### config.mk
export PLATFORM = sky130hd
export DESIGN_NAME = serial_word_shifter
export DESIGN_NICKNAME = d
export VERILOG_FILES = /design/src/rtl/serial_word_shifter.sv
export SDC_FILE = /design/constraint.sdc
export NUM_CORES = 1
export LEC_CHECK = 0
export CAP_MARGIN = 20
export CORE_AREA = 2 2 55 57
export DETAILED_ROUTE_END_ITERATION = 7
export DIE_AREA = 0 0 57 59
export GPL_ROUTABILITY_DRIVEN = 1
export GPL_TIMING_DRIVEN = 0
export SYNTH_ARGS = -nofsm -noshare
export SYNTH_HDL_FRONTEND = slang
export SYNTH_SLANG_ARGS = --single-unit
export TNS_END_PERCENT = 30
### constraint.sdc
create_clock -name clk -period 1.8 [get_ports clk]
set_input_delay 0.27 -clock clk [delete_from_list [all_inputs] [get_ports clk]]
set_output_delay 0.27 -clock clk [all_outputs]
set_load 0.02 [all_outputs]
### src/rtl/serial_word_shifter.sv
// Parallel-to-serial word shifter with a one-word skid buffer.
// Words accepted over valid/ready are shifted out one bit per bit_en strobe.
// A held word reloads on the last-bit edge, so consecutive words form a gap-free stream.
module serial_word_shifter #(
    parameter int unsigned WIDTH      = 8,
    parameter bit          MSB_FIRST  = 1'b1,
    parameter logic        IDLE_LEVEL = 1'b0
) (
    input  logic             clk,
    input  logic             nRESET,
    input  logic [WIDTH-1:0] din,
    input  logic             din_valid,
    output logic             din_ready,
    input  logic             bit_en,
    output logic             sout,
    output logic             sout_valid,
    output logic             frame_done,
    busy
);

    localparam int unsigned CNT_W = (WIDTH > 2) ? $clog2(WIDTH) : 1;
    localparam logic [CNT_W-1:0] CNT_LAST = CNT_W'(WIDTH - 1);

    typedef enum logic {
        ST_IDLE  = 1'b0,
        ST_SHIFT = 1'b1
    } state_t;

    state_t           state_q, state_d;
    logic [WIDTH-1:0] sr_q, sr_d;
    logic [WIDTH-1:0] hold_data_q, hold_data_d;
    logic             hold_full_q, hold_full_d;
    logic [CNT_W-1:0] cnt_q, cnt_d;
    logic             frame_done_q, frame_done_d;
    logic             accept;
    logic [WIDTH-1:0] sr_shifted;

    // State registers with asynchronous active-low reset
    always_ff @(posedge clk or negedge nRESET) begin
        if (!nRESET) begin
            state_q      <= ST_IDLE;
            sr_q         <= '0;
            hold_data_q  <= '0;
            hold_full_q  <= 1'b0;
            cnt_q        <= '0;
            frame_done_q <= 1'b0;
        end else begin
            state_q      <= state_d;
            sr_q         <= sr_d;
            hold_data_q  <= hold_data_d;
            hold_full_q  <= hold_full_d;
            cnt_q        <= cnt_d;
            frame_done_q <= frame_done_d;
        end
    end

    // Next-state: skid-buffer accept, load/reload of the shifter, bit consumption
    always_comb begin
        state_d      = state_q;
        sr_d         = sr_q;
        hold_data_d  = hold_data_q;
        hold_full_d  = hold_full_q;
        cnt_d        = cnt_q;
        frame_done_d = 1'b0;

        accept     = din_valid && !hold_full_q;
        sr_shifted = MSB_FIRST ? {sr_q[WIDTH-2:0], 1'b0} : {1'b0, sr_q[WIDTH-1:1]};

        // Accept needs the hold register empty; loads below need it full, so they never collide
        if (accept) begin
            hold_data_d = din;
            hold_full_d = 1'b1;
        end

        case (state_q)
            ST_IDLE: begin
                if (hold_full_q) begin
                    sr_d        = hold_data_q;
                    cnt_d       = '0;
                    hold_full_d = 1'b0;
                    state_d     = ST_SHIFT;
                end
            end
            ST_SHIFT: begin
                if (bit_en) begin
                    if (cnt_q == CNT_LAST) begin
                        frame_done_d = 1'b1;
                        if (hold_full_q) begin
                            sr_d        = hold_data_q;
                            cnt_d       = '0;
                            hold_full_d = 1'b0;
                        end else begin
                            state_d = ST_IDLE;
                        end
                    end else begin
                        sr_d  = sr_shifted;
                        cnt_d = cnt_q + CNT_W'(1);
                    end
                end
            end
            default: state_d = ST_IDLE;
        endcase
    end

    // Outputs decoded from registered state only; no path from din to sout
    assign din_ready  = !hold_full_q;
    assign sout_valid = (state_q == ST_SHIFT);
    assign sout       = (state_q == ST_SHIFT) ? (MSB_FIRST ? sr_q[WIDTH-1] : sr_q[0]) : IDLE_LEVEL;
    assign frame_done = frame_done_q;
    assign busy       = (state_q == ST_SHIFT) || hold_full_q;

endmodule

==> results of run 1 <==
[placed cells by master (no fill, tap or decap)]
| cell type | count |
|---|---|
| a21boi_4 | 1 |
| a21o_1 | 1 |
| a21oi_1 | 2 |
| a21oi_2 | 1 |
| a221oi_2 | 1 |
| a222oi_1 | 7 |
| a22o_1 | 5 |
| and2_1 | 1 |
| and3_1 | 1 |
| buf_16 | 1 |
| buf_2 | 2 |
| buf_4 | 4 |
| buf_6 | 1 |
| bufinv_16 | 1 |
| clkbuf_2 | 1 |
| clkbuf_4 | 3 |
| clkdlybuf4s15_1 | 1 |
| clkdlybuf4s50_1 | 13 |
| dfrtp_1 | 22 |
| dlygate4sd2_1 | 1 |
| ha_1 | 3 |
| inv_1 | 17 |
| inv_2 | 1 |
| mux2_1 | 1 |
| mux2i_1 | 1 |
| nand2_1 | 7 |
| nand2b_1 | 1 |
| nor2_1 | 1 |
| nor2_2 | 1 |
| nor2b_1 | 2 |
| o21ai_1 | 7 |
| o21ai_2 | 1 |
| o22ai_1 | 7 |
| or2_1 | 1 |
| or2_2 | 1 |
[worst reg2reg max path: cells and delay by family (launching register included)]
kind                     cells  cell delay [ns]
buffers and inverters        1             0.17
flip-flops                   1             0.43
adder cells (fa/ha/maj)      2             0.48
AO/OA/AOI/OAI                2             0.24
AND/OR/NAND/NOR              1             0.16
[through the flow]
stage	hold WS [ns]	power (uW)	setup slack [ns]	util, %	cell area, sq um
4_1_cts	0.4768	1793	0.003979	48.66	1319
6_report	0.2151	1781	0.09266	49.54	1343
3_3_place_gp	0.4939	1395	0.09348	46.81	1269
2_1_floorplan	-0.02559	1237	0.3471	-	1070
5_1_grt	0.1999	1909	0.02297	49.54	1343
3_5_place_dp	0.5007	1421	0.06413	46.81	1269
[sequential cells by signal (all words and copies together), names as in the netlist]
name	count
hold_data_q	8
hold_full_q	1
cnt_q	3
frame_done	1
sout_valid	1
sr_q	8
[power groups by stage]
stage,Clock (uW),Sequential (uW),Combinational (uW)
3_3_place_gp,0,809,587
6_report,379,806,597
3_5_place_dp,0,816,605
5_1_grt,408,832,669
4_1_cts,387,806,601
2_1_floorplan,0,791,446
[worst max path at each step]
stage,to,slack [ns],start,depth (start not counted)
after floorplan,sr_q[7]$_DFFE_PN0P_,0.35,cnt_q[0]$_DFFE_PN0P_,6
after global placement,sout,0.09,sout_valid$_DFF_PN0_,4
after detailed placement,sout,0.06,sout_valid$_DFF_PN0_,4
after CTS,sout,0.004,sout_valid$_DFF_PN0_,4
after global routing,busy,0.02,sout_valid$_DFF_PN0_,3
final,busy,0.09,sout_valid$_DFF_PN0_,3
[layout make-up]
cell class / count / area, sq um
clock buffers: 3 / 22.52
plain buffers: 7 / 51.30
flip-flops and latches: 22 / 550.5
repair buffers: 17 / 181.4
clock inverters: 1 / 30.03
multi-input cells: 54 / 400.4
inverters: 18 / 67.56
fillers: 259 / 1368
well taps: 31 / 38.79
[cell families after synthesis]
logic type / count (synthesis)
DFF: 22
adders and majority gates: 3
buffers and inverters: 25
AOI/OAI and AO/OA: 33
and+or+nand+nor: 16
muxes: 2
[routing by layer]
metal | part of all wire [%] | up-vias
li1 | - | 397
met1 | 45 | 382
met2 | 50 | 22
met3 | 4.3 | 2
met4 | 0.74 | 0
met5 | 0 | -
==> results.sh, run 1 <==
export IMPL_status="finished clean"
export IMPL_synth_edf_count=0
export IMPL_pwr_share_seq_pct=45.2
export IMPL_min_path_type="in -> async"
export IMPL_worst_path_buf_inv=2
export IMPL_dieArea_sq_um=3363
export IMPL_core_area_sq_um=2710
export IMPL_power_density_nw_per_um2=1327
export IMPL_cpLargestDelayFamily="buffers and inverters"
export IMPL_worstPathArrival_ns=1.44
export IMPL_clockPowerShare_pct=21.3
export IMPL_final_layout_size_suffix_gt1_share_pct=16.39
export IMPL_muxShareOfSynthArea_pct=1.988
export IMPL_ys_top_cells_by_area="dfrtp_1 (51%), a222oi_1 (6.5%), inv_1 (6.0%)"
export IMPL_crit_chain="buf_6, or2_2, clkdlybuf4s15_1"
export IMPL_num_rows=19
export IMPL_ys_types=28
export IMPL_cap_violations=0
export IMPL_final_hold_violation_count=0
export IMPL_ys_ff_latch=22
export IMPL_cts_tree="yes"
export IMPL_synth_compound_area_share_pct=24.44
export IMPL_synthToLayoutAreaGrowth_pct=25.50
export IMPL_cp_required_ns=1.53
export IMPL_netlist_top_cells_count="dfrtp_1 (22), inv_1 (17)"
export IMPL_skew_ns=0.005727
export IMPL_remaining_drc_errors=0
export IMPL_slew_violations=0
export IMPL_cts_setup_buffers=0
export IMPL_rsz0062_at_grt="no"
export IMPL_hpwl_mm=1.439
export IMPL_vdd_ir_drop_max_v=0.0006670
export IMPL_period_minus_slack_ns=1.707
export IMPL_r2r_end="sr_q[4]$_DFFE_PN0P_"
export IMPL_drt_iter0_markers=26
export IMPL_synth_area_sq_um=1070
export IMPL_grt_use_met1_pct=16.55
export IMPL_ios=17
export IMPL_synth_area_leader_cell="dfrtp_1"
export IMPL_route_detailed_wl_per_inst_um=13.19
export IMPL_grt_busiest_layer="met2"
export IMPL_grt_pass1_vias=803
export IMPL_io_buffers=16
export IMPL_cts_sinks=22
export IMPL_synth_simple_gate_area_share_pct=7.485
export IMPL_p_int_uw=1208
export IMPL_antenna_found_initial=0
export IMPL_wirelength_mm=2.018
export IMPL_rrSetupSlack_ns=0.17
export IMPL_grt_max_degree=23
export IMPL_met2_usage_pct=22.66
export IMPL_post_synth_top_count_cell="dfrtp_1"
export IMPL_post_cts_resized=4
export IMPL_swShare_pct=32.20
export IMPL_synth_top_family_by_area="compound AO/OA/AOI/OAI gates"
export IMPL_place_congestion=0.6830
export IMPL_finalCritPeriodShare_pct=94.85
export IMPL_tightest_slew_ns=0.3835
export IMPL_fin_cells=153
export IMPL_clockRootBuffer="clkbuf_4"
export IMPL_syn_instance_count=101
export IMPL_drt_pass1_iterations=4
export IMPL_synth_warnings=0
export IMPL_slowest_stage="dfrtp_1"
export IMPL_die_x_um=57
export IMPL_htreeDepth=1
export IMPL_worst_setup_path_type="reg -> out"
export IMPL_yosys_area_share_xor_xnor_pct=0
export IMPL_p_leak_uw=0.0006415
export IMPL_max_clock_freq_ghz=0.5857
export IMPL_synth_top_area_share_pct=51.46
export IMPL_clockBufferDepth=2
export IMPL_reg2regPathDepth=6
export IMPL_fin_setup_tns_ns=0
export IMPL_pwr_share_comb_pct=33.5
export IMPL_vias=803
export IMPL_finalNetCount=138
export IMPL_setup_viol=0
export IMPL_syn_mean_instance_area_sq_um=10.59
export IMPL_end_kind="primary output"
export IMPL_rr_startpoint="cnt_q[0]$_DFFE_PN0P_"
export IMPL_critPathMaxFanout=9
export IMPL_die_y_um=59
export IMPL_grt_remaining_overflow=0
export IMPL_ys_async_sr_fraction_pct=100.0
export IMPL_placed_cells=148
export IMPL_vias_per_cell=5.248
export IMPL_clkLatencyLatePin_ns=0.31
export IMPL_cp_slowest_stage_delay_ns=0.42
export IMPL_syn_nets=116
export IMPL_initial_core_util_pct=39.47
export IMPL_diodes=0
export IMPL_cts_hold_buf=0
export IMPL_globalRouteTotalUtil_pct=13.11
export IMPL_grt_pass1_wl_mm=3.484
export IMPL_gr_usage_met3_pct=2.620
export IMPL_synth_ff_type="dfrtp_1"
export IMPL_numCtsBuffers=3
export IMPL_yosysSeqAreaShare_pct=51.46
export IMPL_ant_nets=0
export IMPL_path_clk_slew_ns=0.13
export IMPL_synthAdderAreaFrac_pct=3.509
export IMPL_slew_headroom_pct=74.44
export IMPL_switchingPower_uw=573.6
export IMPL_start_kind="flip-flop"
(Power assumes the default switching activity.)
==> inputs of run 2 (changes only) <==
CORE_AREA = 2 2 50 52   (was 2 2 55 57)
DIE_AREA = 0 0 52 54   (was 0 0 57 59)
PLACE_DENSITY = 0.83   (was not set)
==> run 2 against run 1 <==
  * Utilization grew 6.7 points
  * Sequential share of layout area grew 1.2 points
  * Via count grew 2.4%
  * Cell count shrank 1.3%
  * Clock skew shrank 0.0011 ns
  * First-iteration DRC count shrank 12%
  * Critical path type unchanged
  * Cell area shrank 2.8%
  * Global-route usage grew 3.4 points
  * Power shrank 8.4%
  * Sequential power is essentially flat
==> results.sh, run 2 (synthesis gave the netlist of run 1 again) <==
export IMPL_placed_cells=147
export IMPL_cp_slowest_stage_delay_ns=0.41
export IMPL_final_cell_mix="dfrtp_1 (22), inv_1 (17), clkdlybuf4s50_1 (13)"
export IMPL_layout_commonest_cell="dfrtp_1"
export IMPL_htreeDepth=1
export IMPL_cts_tree="yes"
export IMPL_status="finished clean"
export IMPL_drt_iter0_markers=23
export IMPL_drt_pass1_iterations=4
export IMPL_grt_pass1_vias=761
export IMPL_fin_setup_tns_ns=0
export IMPL_grt_max_degree=23
export IMPL_skew_ns=0.004635
export IMPL_numCtsBuffers=3
export IMPL_cap_violations=0
export IMPL_synthToLayoutAreaGrowth_pct=21.99
export IMPL_worst_path_buf_inv=3
export IMPL_finalCritPeriodShare_pct=96.02
export IMPL_setup_viol=0
export IMPL_worstPathArrival_ns=1.46
export IMPL_cp_required_ns=1.53
export IMPL_cts_setup_buffers=0
export IMPL_antenna_found_initial=0
export IMPL_end_kind="primary output"
export IMPL_fin_cells=151
export IMPL_rsz0062_at_grt="no"
export IMPL_post_route_util_pct=56.26
export IMPL_period_minus_slack_ns=1.728
export IMPL_crit_chain="buf_6, clkbuf_4, and2_1, clkdlybuf4s15_1"
export IMPL_clockBufferDepth=2
export IMPL_vdd_ir_drop_max_v=0.0005446
export IMPL_grt_remaining_overflow=0
export IMPL_dieArea_sq_um=2808
export IMPL_cts_hold_buf=0
export IMPL_tightest_slew_ns=0.4569
export IMPL_clkLatencyLatePin_ns=0.31
export IMPL_reg_top3="hold_data_q x8, sr_q x8, cnt_q x3"
export IMPL_io_buffers=16
export IMPL_slew_violations=0
export IMPL_slew_headroom_pct=69.44
export IMPL_core_area_sq_um=2320
export IMPL_final_layout_size_suffix_gt1_share_pct=14.88
export IMPL_num_rows=18
export IMPL_globalRouteTotalUtil_pct=16.47
export IMPL_grt_pass1_wl_mm=3.305
export IMPL_ant_nets=0
export IMPL_vias=822
export IMPL_cts_sinks=22
export IMPL_reg2regPathDepth=5
export IMPL_initial_core_util_pct=46.12
export IMPL_finalNetCount=138
export IMPL_clockRootBuffer="clkbuf_4"
export IMPL_wirelength_mm=2.031
export IMPL_hpwl_mm=1.455
export IMPL_path_clk_slew_ns=0.12
export IMPL_diodes=0
export IMPL_p_leak_uw=0.0006226
export IMPL_r2r_end="sr_q[7]$_DFFE_PN0P_"
export IMPL_die_x_um=52
export IMPL_die_y_um=54
export IMPL_min_path_type="in -> async"
export IMPL_critPathMaxFanout=10
export IMPL_ios=17
export IMPL_post_cts_resized=3
export IMPL_cpLargestDelayFamily="buffers and inverters"
export IMPL_rrSetupSlack_ns=0.18
export IMPL_place_congestion=0.8141
export IMPL_remaining_drc_errors=0
export IMPL_max_clock_freq_ghz=0.5786
export IMPL_start_kind="flip-flop"
export IMPL_route_detailed_wl_per_inst_um=13.45
export IMPL_worst_setup_path_type="reg -> out"
export IMPL_final_hold_violation_count=0
export IMPL_power_density_nw_per_um2=1251
export IMPL_rr_startpoint="cnt_q[0]$_DFFE_PN0P_"
export IMPL_slowest_stage="dfrtp_1"
export IMPL_vias_per_cell=5.444
## run 2: worst max path at each step
| stage | startpoint | endpoint | slack [ns] | cells after the start |
|---|---|---|---|---|
| after global placement | sout_valid$_DFF_PN0_ | sout | 0.10 | 4 |
| after detailed placement | sout_valid$_DFF_PN0_ | sout | 0.1 | 4 |
| after CTS | sout_valid$_DFF_PN0_ | sout | 0.005 | 4 |
| after floorplan | cnt_q[0]$_DFFE_PN0P_ | sr_q[7]$_DFFE_PN0P_ | 0.35 | 6 |
| after global routing | sout_valid$_DFF_PN0_ | busy | 0.01 | 3 |
| final | sout_valid$_DFF_PN0_ | sout | 0.07 | 4 |
## run 2: area by class of cell
class / count / area, sq um
Multi-Input combinational cell: 54 / 400.4
Tap cell: 30 / 37.54
Sequential cell: 22 / 550.5
Fill cell: 211 / 1015
Timing Repair Buffer: 17 / 172.7
Buffer: 7 / 53.80
Inverter: 18 / 67.56
Clock buffer: 3 / 22.52
## run 2: metal layers
layer  wire length (um)  GRT usage (%)  share of wire (%)  vias to the layer above
met2                991          27.22                 49                       29
met1                892          20.67                 44                      390
met3                 96          1.667                4.7                        5
li1                   -              -                  -                      398
met4                 51          10.53                2.5                        0
met5                  0              0                  0                        -
## run 2: stage by stage
stage / power, uW / setup WS (ns) / hold slack, ns / instance area, sq um
floorplan: 1237 / 0.3471 / -0.02559 / 1070
global placement: 1380 / 0.1026 / 0.4739 / 1267
detailed placement: 1425 / 0.09665 / 0.4828 / 1267
CTS: 1639 / 0.004784 / 0.4752 / 1286
global route: 1746 / 0.01457 / 0.2743 / 1305
finish: 1632 / 0.07166 / 0.2625 / 1305
## run 2: power by group
| group | internal, uW | total [uW] | leakage, uW | switching [uW] |
|---|---|---|---|---|
| Sequential | 692 | 805 | 0.000257 | 114 |
| Combinational | 295 | 602 | 0.000352 | 307 |
| Clock | 78.3 | 224 | 0.0000138 | 146 |
| Total | 1060 | 1630 | 0.000623 | 567 |
==> inputs of run 3 (changes only) <==
clock period = 2.1 ns   (was 1.8 ns; I/O delays follow)
==> run 3 against run 2 <==
  * Count of clock-buffer cells in the layout unchanged
  * Cell area about the same
  * Largest cell class unchanged
  * First-iteration DRC count unchanged
==> results.sh, run 3 (synthesis gave the netlist of run 1 again) <==
export IMPL_max_clock_freq_ghz=0.5027
export IMPL_globalRouteTotalUtil_pct=16.47
export IMPL_skew_ns=0.006607
export IMPL_slowest_stage="clkdlybuf4s50_1"
export IMPL_clockBufferDepth=2
export IMPL_status="finished clean"
export IMPL_r2r_end="sr_q[6]$_DFFE_PN0P_"
export IMPL_ios=17
export IMPL_synthToLayoutAreaGrowth_pct=21.87
export IMPL_route_detailed_wl_per_inst_um=13.47
export IMPL_post_route_util_pct=56.20
export IMPL_reg2regPathDepth=5
export IMPL_initial_core_util_pct=46.12
export IMPL_post_place_ws_ns=0.3517
export IMPL_cts_tree="yes"
export IMPL_grt_pass1_wl_mm=3.305
export IMPL_slew_headroom_pct=69.54
export IMPL_place_congestion=0.8141
export IMPL_finalNetCount=138
export IMPL_numCtsBuffers=3
export IMPL_hpwl_mm=1.455
export IMPL_die_x_um=52
export IMPL_start_kind="flip-flop"
export IMPL_crit_chain="buf_6, or2_2, clkdlybuf4s50_1"
export IMPL_cts_setup_buffers=0
export IMPL_remaining_drc_errors=0
export IMPL_grt_pass1_vias=761
export IMPL_power_density_nw_per_um2=1076
export IMPL_cp_required_ns=1.78
export IMPL_cpLargestDelayFamily="buffers and inverters"
export IMPL_worst_path_buf_inv=2
export IMPL_diodes=0
export IMPL_vias_per_cell=5.444
export IMPL_wirelength_mm=2.034
export IMPL_htreeDepth=1
export IMPL_rsz0062_at_grt="no"
export IMPL_cp_slowest_stage_delay_ns=0.53
export IMPL_drt_pass1_iterations=4
export IMPL_vdd_ir_drop_max_v=0.0004661
export IMPL_num_rows=18
export IMPL_period_minus_slack_ns=1.989
export IMPL_rr_startpoint="cnt_q[0]$_DFFE_PN0P_"
export IMPL_worst_setup_path_type="reg -> out"
export IMPL_grt_max_degree=23
export IMPL_die_y_um=54
export IMPL_finalCritPeriodShare_pct=94.72
export IMPL_reg_top3="hold_data_q x8, sr_q x8, cnt_q x3"
export IMPL_io_buffers=16
export IMPL_fin_setup_tns_ns=0
export IMPL_min_path_type="in -> async"
export IMPL_core_area_sq_um=2320
export IMPL_clockRootBuffer="clkbuf_4"
export IMPL_final_layout_size_suffix_gt1_share_pct=14.88
export IMPL_path_clk_slew_ns=0.12
export IMPL_ant_nets=0
export IMPL_final_hold_violation_count=0
export IMPL_cap_violations=0
export IMPL_worstPathArrival_ns=1.67
export IMPL_tightest_slew_ns=0.4555
export IMPL_clkLatencyLatePin_ns=0.31
export IMPL_rrSetupSlack_ns=0.48
export IMPL_layout_commonest_cell="dfrtp_1"
export IMPL_dieArea_sq_um=2808
export IMPL_grt_remaining_overflow=0
export IMPL_critPathMaxFanout=9
export IMPL_fill_cells=210
export IMPL_slew_violations=0
export IMPL_antenna_found_initial=0
export IMPL_final_cell_mix="dfrtp_1 (22), inv_1 (17), clkdlybuf4s50_1 (15)"
export IMPL_setup_viol=0
export IMPL_cts_sinks=22
export IMPL_end_kind="primary output"
export IMPL_p_leak_uw=0.0006186
export IMPL_drt_iter0_markers=23
export IMPL_setup_slack_ns=0.1109
export IMPL_vias=822
==> run 3: cell types whose count changed in the layout (fill, tap and decap cells not counted), sizes merged <==
cell	delta
clkbuf	-1
dlygate4sd2	-1
clkdlybuf4s50	+2
buf	+1
clkdlybuf4s15	-1
==> run 3: worst max path at each step <==
stage                         startpoint                   to  depth (start not counted)
floorplan           cnt_q[0]$_DFFE_PN0P_  sr_q[7]$_DFFE_PN0P_                          6
global placement    sout_valid$_DFF_PN0_                 sout                          4
detailed placement  sout_valid$_DFF_PN0_                 sout                          4
CTS                 sout_valid$_DFF_PN0_                 busy                          3
global route        sout_valid$_DFF_PN0_                 busy                          3
finish              sout_valid$_DFF_PN0_                 busy                          3
==> run 3: through the flow <==
| stage | area, sq um | hold WS (ns) | instances | total power [uW] |
|---|---|---|---|---|
| finish | 1304 | 0.3041 | 151 | 1403 |
| global route | 1304 | 0.3193 | 151 | 1499 |
| CTS | 1289 | 0.5119 | 150 | 1411 |
| detailed placement | 1267 | 0.4828 | 147 | 1221 |
| global placement | 1267 | 0.4739 | 147 | 1183 |
| floorplan | 1070 | 0.01941 | 101 | 1060 |
==> run 3: repair_timing <==
| action | in CTS | in global routing |
|---|---|---|
| hold buffers | 0 | 0 |
| resized for setup | 1 | 0 |
| endpoints found under the setup margin | 1 | 0 |
==> run 3: final cells by class <==
| cell class | instances | area, sq um | area share [%] |
|---|---|---|---|
| Clock buffer | 3 | 22.52 | 1.727 |
| Buffer | 7 | 51.30 | 3.935 |
| Sequential cell | 22 | 550.5 | 42.23 |
| Multi-Input combinational cell | 54 | 400.4 | 30.71 |
| Timing Repair Buffer | 17 | 173.9 | 13.34 |
| Inverter | 18 | 67.56 | 5.182 |
| Tap cell | 30 | 37.54 | 2.879 |
==> run 3: where the power goes <==
| group | total (uW) | internal, uW | leakage (uW) | switching, uW |
|---|---|---|---|---|
| Combinational | 519 | 256 | 0.000348 | 263 |
| Clock | 194 | 67.1 | 0.0000138 | 127 |
| Sequential | 690 | 593 | 0.000257 | 97.1 |
| Total | 1400 | 916 | 0.000619 | 487 |
==> run 3: routing by layer <==
layer	share of wire [%]	routed length [um]	track usage, %
met5	0	0	0
met4	2.5	51	10.53
met3	5.7	116	1.667
met2	49	1004	27.22
met1	42	862	20.67
